`config.mk`:
```
export PLATFORM = sky130hd
export DESIGN_NAME = dense_bias_sequencer_flat
export DESIGN_NICKNAME = d
export VERILOG_FILES = /design/src/rtl/dense_bias_sequencer_pkg.sv /design/src/rtl/dense_bias_sequencer_if.sv /design/src/rtl/dense_bias_sequencer_lut.sv /design/src/rtl/dense_bias_sequencer.sv /design/src/flat_wrapper.sv
export SDC_FILE = /design/constraint.sdc
export NUM_CORES = 1
export LEC_CHECK = 0
export BUFFER_PORTS_ARGS = -buffer_cell sky130_fd_sc_hd__buf_2
export CAP_MARGIN = 30
export CORE_ASPECT_RATIO = 0.75
export CORE_MARGIN = 3
export CORE_UTILIZATION = 63
export DETAILED_ROUTE_END_ITERATION = 10
export PLACE_DENSITY_LB_ADDON = 0.12
export SETUP_SLACK_MARGIN = 0.3
export SYNTH_ARGS = -nofsm -noshare
export SYNTH_HDL_FRONTEND = slang
export SYNTH_SLANG_ARGS = --single-unit
```
`constraint.sdc`:
```
create_clock -name clk -period 10.3 [get_ports clk]
set_input_delay 1.03 -clock clk [delete_from_list [all_inputs] [get_ports clk]]
set_output_delay 1.03 -clock clk [all_outputs]
set_load 0.005 [all_outputs]
```
`src/rtl/dense_bias_sequencer_pkg.sv`:
```
// Shared definitions for the dense bias sequencer: FSM encoding,
// saturation limits and default sizing.
package dense_bias_sequencer_pkg;

  typedef enum logic [1:0] {
    IDLE     = 2'd0,
    WAIT_ACC = 2'd1,
    EMIT     = 2'd2,
    FINISH   = 2'd3
  } state_t;

  localparam int DEFAULT_WORD_SIZE   = 32;
  localparam int DEFAULT_LENGTH_SIZE = 10;
  localparam int DEFAULT_ADR_SIZE    = 4;

  localparam logic [31:0] SAT_POS_LIMIT = 32'h7FFF_FFFF;
  localparam logic [31:0] SAT_NEG_LIMIT = 32'h8000_0000;

endpackage

```
`src/rtl/dense_bias_sequencer_if.sv`:
```
// Handshake bundle between the dense layer datapath (master) and the
// bias sequencer (slave).
interface dense_bias_sequencer_if
  import dense_bias_sequencer_pkg::*;
#(
  parameter int WORD_SIZE = DEFAULT_WORD_SIZE,
  parameter int ADR_SIZE  = DEFAULT_ADR_SIZE
);

  logic                 start;
  logic                 busy;
  logic [WORD_SIZE-1:0] accIn;
  logic                 accValid;
  logic                 accReady;
  logic [WORD_SIZE-1:0] outData;
  logic [ADR_SIZE-1:0]  outIdx;
  logic                 outValid;
  logic                 outReady;
  logic [ADR_SIZE-1:0]  classOut;
  logic                 done;

  modport master (
    output start, accIn, accValid, outReady,
    input  busy, accReady, outData, outIdx, outValid, classOut, done
  );

  modport slave (
    input  start, accIn, accValid, outReady,
    output busy, accReady, outData, outIdx, outValid, classOut, done
  );

endinterface

```
`src/rtl/dense_bias_sequencer_lut.sv`:
```
// Constant per-neuron bias table; every addressable entry is driven so an
// out-of-range index can never read an undefined value.
module DenseBiasLut
  import dense_bias_sequencer_pkg::*;
#(
  parameter int WORD_SIZE = DEFAULT_WORD_SIZE,
  parameter int ADR_SIZE  = DEFAULT_ADR_SIZE
) (
  input  logic [ADR_SIZE-1:0]  adr,
  output logic [WORD_SIZE-1:0] dataOut
);

  localparam int TABLE_DEPTH = 16;

  localparam logic [31:0] BIAS_TABLE [TABLE_DEPTH] = '{
    32'h0125_98B0, 32'h0200_0000, 32'hFF00_0000, 32'h0040_0000,
    32'hFFF0_0000, 32'h0012_3456, 32'hFE80_0000, 32'h0080_0000,
    32'h0005_0000, 32'hFFFF_8000, 32'h0000_0000, 32'h0000_0000,
    32'h0000_0000, 32'h0000_0000, 32'h0000_0000, 32'h0000_0000
  };

  // Combinational read: select the table word matching the address.
  always_comb begin
    dataOut = '0;
    for (int i = 0; i < TABLE_DEPTH; i++) begin
      if (adr == ADR_SIZE'(i)) begin
        dataOut = WORD_SIZE'(BIAS_TABLE[i]);
      end
    end
  end

endmodule

```
`src/rtl/dense_bias_sequencer.sv`:
```
// Adds a per-neuron bias to each incoming dot product, saturates it,
// streams it downstream and tracks the argmax across the frame.
module dense_bias_sequencer
  import dense_bias_sequencer_pkg::*;
#(
  parameter int WORD_SIZE   = DEFAULT_WORD_SIZE,
  parameter int LENGTH_SIZE = DEFAULT_LENGTH_SIZE,
  parameter int ADR_SIZE    = DEFAULT_ADR_SIZE
) (
  input  logic                    clk,
  input  logic                    rstn,
  dense_bias_sequencer_if.slave   bus
);

  localparam logic [WORD_SIZE-1:0] SAT_POS = {1'b0, {(WORD_SIZE-1){1'b1}}};
  localparam logic [WORD_SIZE-1:0] SAT_NEG = {1'b1, {(WORD_SIZE-1){1'b0}}};
  localparam logic [ADR_SIZE-1:0]  LAST_CNT = ADR_SIZE'(LENGTH_SIZE - 1);

  state_t               state;
  state_t               nextState;
  logic [ADR_SIZE-1:0]  cnt;
  logic [WORD_SIZE-1:0] bias;
  logic [WORD_SIZE:0]   sum;
  logic [WORD_SIZE-1:0] satSum;
  logic [WORD_SIZE-1:0] maxVal;
  logic [ADR_SIZE-1:0]  maxIdx;
  logic                 lastCnt;

  DenseBiasLut #(
    .WORD_SIZE (WORD_SIZE),
    .ADR_SIZE  (ADR_SIZE)
  ) biasLut (
    .adr     (cnt),
    .dataOut (bias)
  );

  assign lastCnt = (cnt == LAST_CNT);

  // Widen by one bit so overflow shows up as a disagreement of the top two bits.
  always_comb begin
    sum    = {bus.accIn[WORD_SIZE-1], bus.accIn} + {bias[WORD_SIZE-1], bias};
    satSum = sum[WORD_SIZE-1:0];
    if (sum[WORD_SIZE] != sum[WORD_SIZE-1]) begin
      satSum = sum[WORD_SIZE] ? SAT_NEG : SAT_POS;
    end
  end

  // State register; reset abandons any frame in progress.
  always_ff @(posedge clk) begin
    if (!rstn) begin
      state <= IDLE;
    end else begin
      state <= nextState;
    end
  end

  // Next-state: accept one word, hold it until taken, repeat per neuron.
  always_comb begin
    nextState = state;
    case (state)
      IDLE:     if (bus.start)    nextState = WAIT_ACC;
      WAIT_ACC: if (bus.accValid) nextState = EMIT;
      EMIT:     if (bus.outReady) nextState = lastCnt ? FINISH : WAIT_ACC;
      FINISH:   nextState = IDLE;
      default:  nextState = IDLE;
    endcase
  end

  // Status outputs decoded directly from the current state.
  always_comb begin
    bus.busy     = (state != IDLE);
    bus.accReady = (state == WAIT_ACC);
  end

  // Datapath: capture biased result, update running argmax, publish class.
  always_ff @(posedge clk) begin
    if (!rstn) begin
      cnt          <= '0;
      bus.outData  <= '0;
      bus.outIdx   <= '0;
      bus.outValid <= 1'b0;
      bus.classOut <= '0;
      bus.done     <= 1'b0;
      maxVal       <= '0;
      maxIdx       <= '0;
    end else begin
      bus.done <= 1'b0;
      case (state)
        IDLE: begin
          if (bus.start) begin
            cnt    <= '0;
            maxVal <= SAT_NEG;
            maxIdx <= '0;
          end
        end
        WAIT_ACC: begin
          if (bus.accValid) begin
            bus.outData  <= satSum;
            bus.outIdx   <= cnt;
            bus.outValid <= 1'b1;
          end
        end
        EMIT: begin
          if (bus.outReady) begin
            bus.outValid <= 1'b0;
            if ($signed(bus.outData) > $signed(maxVal)) begin
              maxVal <= bus.outData;
              maxIdx <= bus.outIdx;
            end
            if (!lastCnt) begin
              cnt <= cnt + 1'b1;
            end
          end
        end
        FINISH: begin
          bus.classOut <= maxIdx;
          bus.done     <= 1'b1;
        end
        default: ;
      endcase
    end
  end

endmodule

```
`src/flat_wrapper.sv`:
```
// flat-port wrapper written by rule: the top's interface ports become plain ports
module dense_bias_sequencer_flat import dense_bias_sequencer_pkg::*;
#(
  parameter int WORD_SIZE   = DEFAULT_WORD_SIZE,
  parameter int LENGTH_SIZE = DEFAULT_LENGTH_SIZE,
  parameter int ADR_SIZE    = DEFAULT_ADR_SIZE
)
  (clk, rstn, bus_start, bus_accIn, bus_accValid, bus_outReady, bus_busy, bus_accReady, bus_outData, bus_outIdx, bus_outValid, bus_classOut, bus_done);
  dense_bias_sequencer_if #(.WORD_SIZE(WORD_SIZE), .ADR_SIZE(ADR_SIZE)) bus_i ();
  input  logic clk;
  input  logic rstn;
  input wire logic [$bits(bus_i.start)-1:0] bus_start;
  input wire logic [$bits(bus_i.accIn)-1:0] bus_accIn;
  input wire logic [$bits(bus_i.accValid)-1:0] bus_accValid;
  input wire logic [$bits(bus_i.outReady)-1:0] bus_outReady;
  output wire logic [$bits(bus_i.busy)-1:0] bus_busy;
  output wire logic [$bits(bus_i.accReady)-1:0] bus_accReady;
  output wire logic [$bits(bus_i.outData)-1:0] bus_outData;
  output wire logic [$bits(bus_i.outIdx)-1:0] bus_outIdx;
  output wire logic [$bits(bus_i.outValid)-1:0] bus_outValid;
  output wire logic [$bits(bus_i.classOut)-1:0] bus_classOut;
  output wire logic [$bits(bus_i.done)-1:0] bus_done;
  assign bus_i.start = bus_start;
  assign bus_i.accIn = bus_accIn;
  assign bus_i.accValid = bus_accValid;
  assign bus_i.outReady = bus_outReady;
  assign bus_busy = bus_i.busy;
  assign bus_accReady = bus_i.accReady;
  assign bus_outData = bus_i.outData;
  assign bus_outIdx = bus_i.outIdx;
  assign bus_outValid = bus_i.outValid;
  assign bus_classOut = bus_i.classOut;
  assign bus_done = bus_i.done;
  dense_bias_sequencer #(.WORD_SIZE(WORD_SIZE), .LENGTH_SIZE(LENGTH_SIZE), .ADR_SIZE(ADR_SIZE)) u_core (.clk(clk), .rstn(rstn), .bus(bus_i));
endmodule
```
==> qor.yml <==
path_class: "reg2reg"
worst_setup_path_start: "u_core.cnt[0]$_SDFFE_PN0P_"
max_cap_violations: 0
vias_in_the_first_global_route: 5335
hpwlAfterDp_um: 12300
portion_of_total_power_attributed_to_combinational_logic_pct: 22.2
cp-start-kind: "flip-flop"
grt_start_max_net_pins: 59
power_leakage_uw: 0.00297
vias_per_cell: 6.42
antenna_found_initial: 0
place_congestion: 0.930
reg2reg_to: "u_core.bus.outData[30]$_SDFFE_PN0P_"
pwr_density_cell_nw_per_um2: 130
power_report.internal_total_uw: 603
tightest_slew_margin_relative_to_the_limit_pct: 52.3
multi_input_comb_area_um2: 3860
ctsHtreeMaxLevel: 3
timing.critical_path.slowest_stage_cell: "sky130_fd_sc_hd__dfxtp_1"
syn_avg_cell_area_um2: 8.08
top_level_ports: 81
drc: 0
peakVddDrop_mv: 0.0937
synth.ff_latch_count: 84
number_of_buffers_inserted_during_clock_tree_synthesis: 9
vias: 5833
setup_viols_final: 0
synth_edf_count: 0
grt_overflow: 0
arrival_ns: 5.09
initial_core_util_pct: 67.0
clk_root_buffer_cell: "sky130_fd_sc_hd__clkbuf_16"
cp-endpoint: "u_core.bus.outData[30]$_SDFFE_PN0P_"
setup_tns_ns: 0
rr_worst_depth: 16
synth-async-reset-ratio_pct: 0
area.sequential_um2: 1680
rrSetupSlack_ns: 5.44
finalWorstPathRequiredPeriod_ns: 4.86
wl_per_cell_um: 18.5
cp_capture_type: "flip-flop"
fp.coreArea_um2: 8740
cell_chain_critical_path: "inv_1, ha_1, nor2_1, and3_1, ha_1, a21o_1, a311o_1, a32o_1, a211oi_1, o311ai_4, a31oi_2, a221oi_4, a21o_1, buf_4, maj3_1, o21ba_2"
detail-route-antenna-nets: 0
finClkSkew_ns: 0.00972
yosysSeqAreaShare_pct: 28.7
logic_depth_of_the_worst_setup_path_including_buffers: 16
grt_setup_unrepaired: "false"
num-fill-cells: 653
cts_sinks: 84
die_h_um: 89.5
critPathBufInv: 2
global_route.usage.total_pct: 31.7
clk_path_buf_depth: 2
r2r-start: "u_core.cnt[0]$_SDFFE_PN0P_"
postSynthCellCount: 725
drtPass1Iterations: 5
routed_wirelength_um: 16800
share_seq_of_total_power_pct: 40.7
die-area_um2: 10500
floorplan.die.width_um: 117
dr.first_iter.drc_count: 600
holdCritPathClass: "reg2reg"
postCtsSetupRepairBufs: 0
unique_cell_type_count_in_the_yosys_netlist: 64
yosys_most_used_dff: "sky130_fd_sc_hd__dfxtp_1"
min_period_over_period_pct: 47.1
placement_rows: 29
timing_max_transition_violations_final: 0
p_clk_share_pct: 37.2
critical_path_required_ns: 10.53
global_route_wire_length_before_repair_um: 27000
drive_gt1_share_pct: 15.4
instances_no_fill: 909
net_count_after_synthesis: 822
tritoncts: "built"
io_buffers: 80
post_cts_resize_count: 0
max_clock_freq_ghz: 0.206
ctsHoldBuffers: 0
placed_cells_incl_taps: 893
power.total_uw: 865
run_status: "completed"
clock_insertion_delay_at_the_later_pin_of_the_skew_report_ns: 0.34
path_max_fanout: 58
antenna_cell_count: 0
p_switching_uw: 262
path_clk_slew_ns: 0.06
cp_top_family: "compound AO/OA/AOI/OAI gates"
sw_frac_of_total_pct: 30.3
timing_worst_slew_pin_value_ns: 0.696
synth_warnings: 0
layout.nets: 878
critPathMaxStageDelay_ns: 0.44
finalHoldViolCount: 0
syn-cell-area_um2: 5860
area_delta_synth_final_pct: 13.2
cell usage after synthesis, types with 3 or more instances:
master	count	area, um2
sky130_fd_sc_hd__and3_1	8	50.1
sky130_fd_sc_hd__a31oi_1	10	62.6
sky130_fd_sc_hd__xnor2_1	16	140
sky130_fd_sc_hd__and2_1	4	25.0
sky130_fd_sc_hd__o211ai_1	3	22.5
sky130_fd_sc_hd__ha_1	59	738
sky130_fd_sc_hd__xor2_1	14	123
sky130_fd_sc_hd__a211oi_1	6	45.0
sky130_fd_sc_hd__dfxtp_1	84	1680
sky130_fd_sc_hd__clkbuf_1	36	135
sky130_fd_sc_hd__mux2i_1	3	30.0
sky130_fd_sc_hd__nor2b_1	15	93.8
sky130_fd_sc_hd__or3_1	3	18.8
sky130_fd_sc_hd__nand4_1	12	75.1
sky130_fd_sc_hd__nor2_1	28	105
sky130_fd_sc_hd__a21oi_1	105	526
sky130_fd_sc_hd__a21o_1	26	195
sky130_fd_sc_hd__a22o_1	31	272
sky130_fd_sc_hd__inv_1	40	150
sky130_fd_sc_hd__nand2b_1	9	56.3
sky130_fd_sc_hd__buf_4	4	30.0
sky130_fd_sc_hd__o21bai_1	3	22.5
sky130_fd_sc_hd__nand2_1	43	161
sky130_fd_sc_hd__nand3_1	28	140
sky130_fd_sc_hd__maj3_1	3	30.0
sky130_fd_sc_hd__o21ai_0	74	370
sky130_fd_sc_hd__or2_2	6	37.5
sky130_fd_sc_hd__nor3_1	5	25.0
sky130_fd_sc_hd__o31ai_1	6	45.0
metal layers:
layer	track usage [%]	wire, um
met1	43.7	7610
met2	50.2	7330
met3	9.11	1660
met4	6.92	190
met5	0	0
power by group through the flow:
stage          logic (uW)  registers (uW)  clock network, uW
2_1_floorplan         130             353                  0
3_3_place_gp          177             358                  0
3_5_place_dp          185             358                  0
4_1_cts               187             351                321
5_1_grt               211             353                336
6_report              192             352                321
logic make-up after synthesis:
| family | Yosys count | synth area share (%) |
|---|---|---|
| compound gates | 292 | 32.2 |
| simple gates | 171 | 14.9 |
| flops | 84 | 28.7 |
| buf+inv | 81 | 5.47 |
| fa+ha+maj | 63 | 13.5 |
| xor+xnor | 31 | 4.76 |
| mux | 3 | 0.513 |
area by class of cell:
cell class	instances	share of cell area [%]
clock inverters	5	0.943
well taps	124	2.34
flip-flops and latches	84	25.4
repair buffers	86	7.43
clock buffers	10	3.45
multi-input cells	560	58.2
inverters	40	2.26
worst reg2reg max path, delay by kind of cell (launching register included):
kind	cells	cell delay, ns
adders and majority gates	3	1.00
DFF	1	0.44
and+or+nand+nor	2	0.65
buffers and inverters	2	0.38
AOI/OAI and AO/OA	9	2.28
metrics by stage:
stage          utilization, %  worst slack (ns)  cell area [um2]  hold WS [ns]
2_1_floorplan               -              6.05             5860         0.442
3_3_place_gp             71.7              5.69             6270         0.441
3_5_place_dp             72.3              5.44             6330         0.443
4_1_cts                  75.7              5.43             6620         0.451
5_1_grt                  75.8              5.18             6630         0.473
6_report                 75.8              5.44             6630         0.452
worst min-delay path by stage:
stage / start / endpoint / slack, ns / cells after the start
5_1_grt: u_core.bus.classOut[3]$_SDFFE_PN0P_ / u_core.bus.classOut[3]$_SDFFE_PN0P_ / 0.47 / 2
2_1_floorplan: u_core.maxIdx[0]$_SDFFE_PN0P_ / u_core.maxIdx[0]$_SDFFE_PN0P_ / 0.44 / 1
3_3_place_gp: u_core.bus.classOut[3]$_SDFFE_PN0P_ / u_core.bus.classOut[3]$_SDFFE_PN0P_ / 0.44 / 2
6_report: u_core.bus.classOut[3]$_SDFFE_PN0P_ / u_core.bus.classOut[3]$_SDFFE_PN0P_ / 0.45 / 2
4_1_cts: u_core.bus.classOut[3]$_SDFFE_PN0P_ / u_core.bus.classOut[3]$_SDFFE_PN0P_ / 0.45 / 2
3_5_place_dp: u_core.bus.classOut[3]$_SDFFE_PN0P_ / u_core.bus.classOut[3]$_SDFFE_PN0P_ / 0.44 / 2
flip-flops by register name, summed over array words and instances (netlist names):
| signal | count |
|---|---|
| u_core.bus.outData | 32 |
| u_core.maxVal | 32 |
| u_core.bus.classOut | 4 |
| u_core.bus.outIdx | 4 |
| u_core.cnt | 4 |
| u_core.maxIdx | 4 |
| u_core.state | 2 |
| u_core.bus.done | 1 |
| u_core.bus.outValid | 1 |
placed cells by master (no fill, tap or decap), types with 16 or more instances in the layout:
| master | Yosys | routed |
|---|---|---|
| sky130_fd_sc_hd__a21o_1 | 26 | 26 |
| sky130_fd_sc_hd__a21oi_1 | 105 | 105 |
| sky130_fd_sc_hd__a22o_1 | 31 | 31 |
| sky130_fd_sc_hd__buf_2 | 1 | 80 |
| sky130_fd_sc_hd__dfxtp_1 | 84 | 84 |
| sky130_fd_sc_hd__ha_1 | 59 | 59 |
| sky130_fd_sc_hd__inv_1 | 40 | 40 |
| sky130_fd_sc_hd__nand2_1 | 43 | 43 |
| sky130_fd_sc_hd__nand3_1 | 28 | 28 |
| sky130_fd_sc_hd__nor2_1 | 28 | 28 |
| sky130_fd_sc_hd__o21ai_0 | 74 | 74 |
| sky130_fd_sc_hd__xnor2_1 | 16 | 16 |
Power figures use the tool's default switching activity.
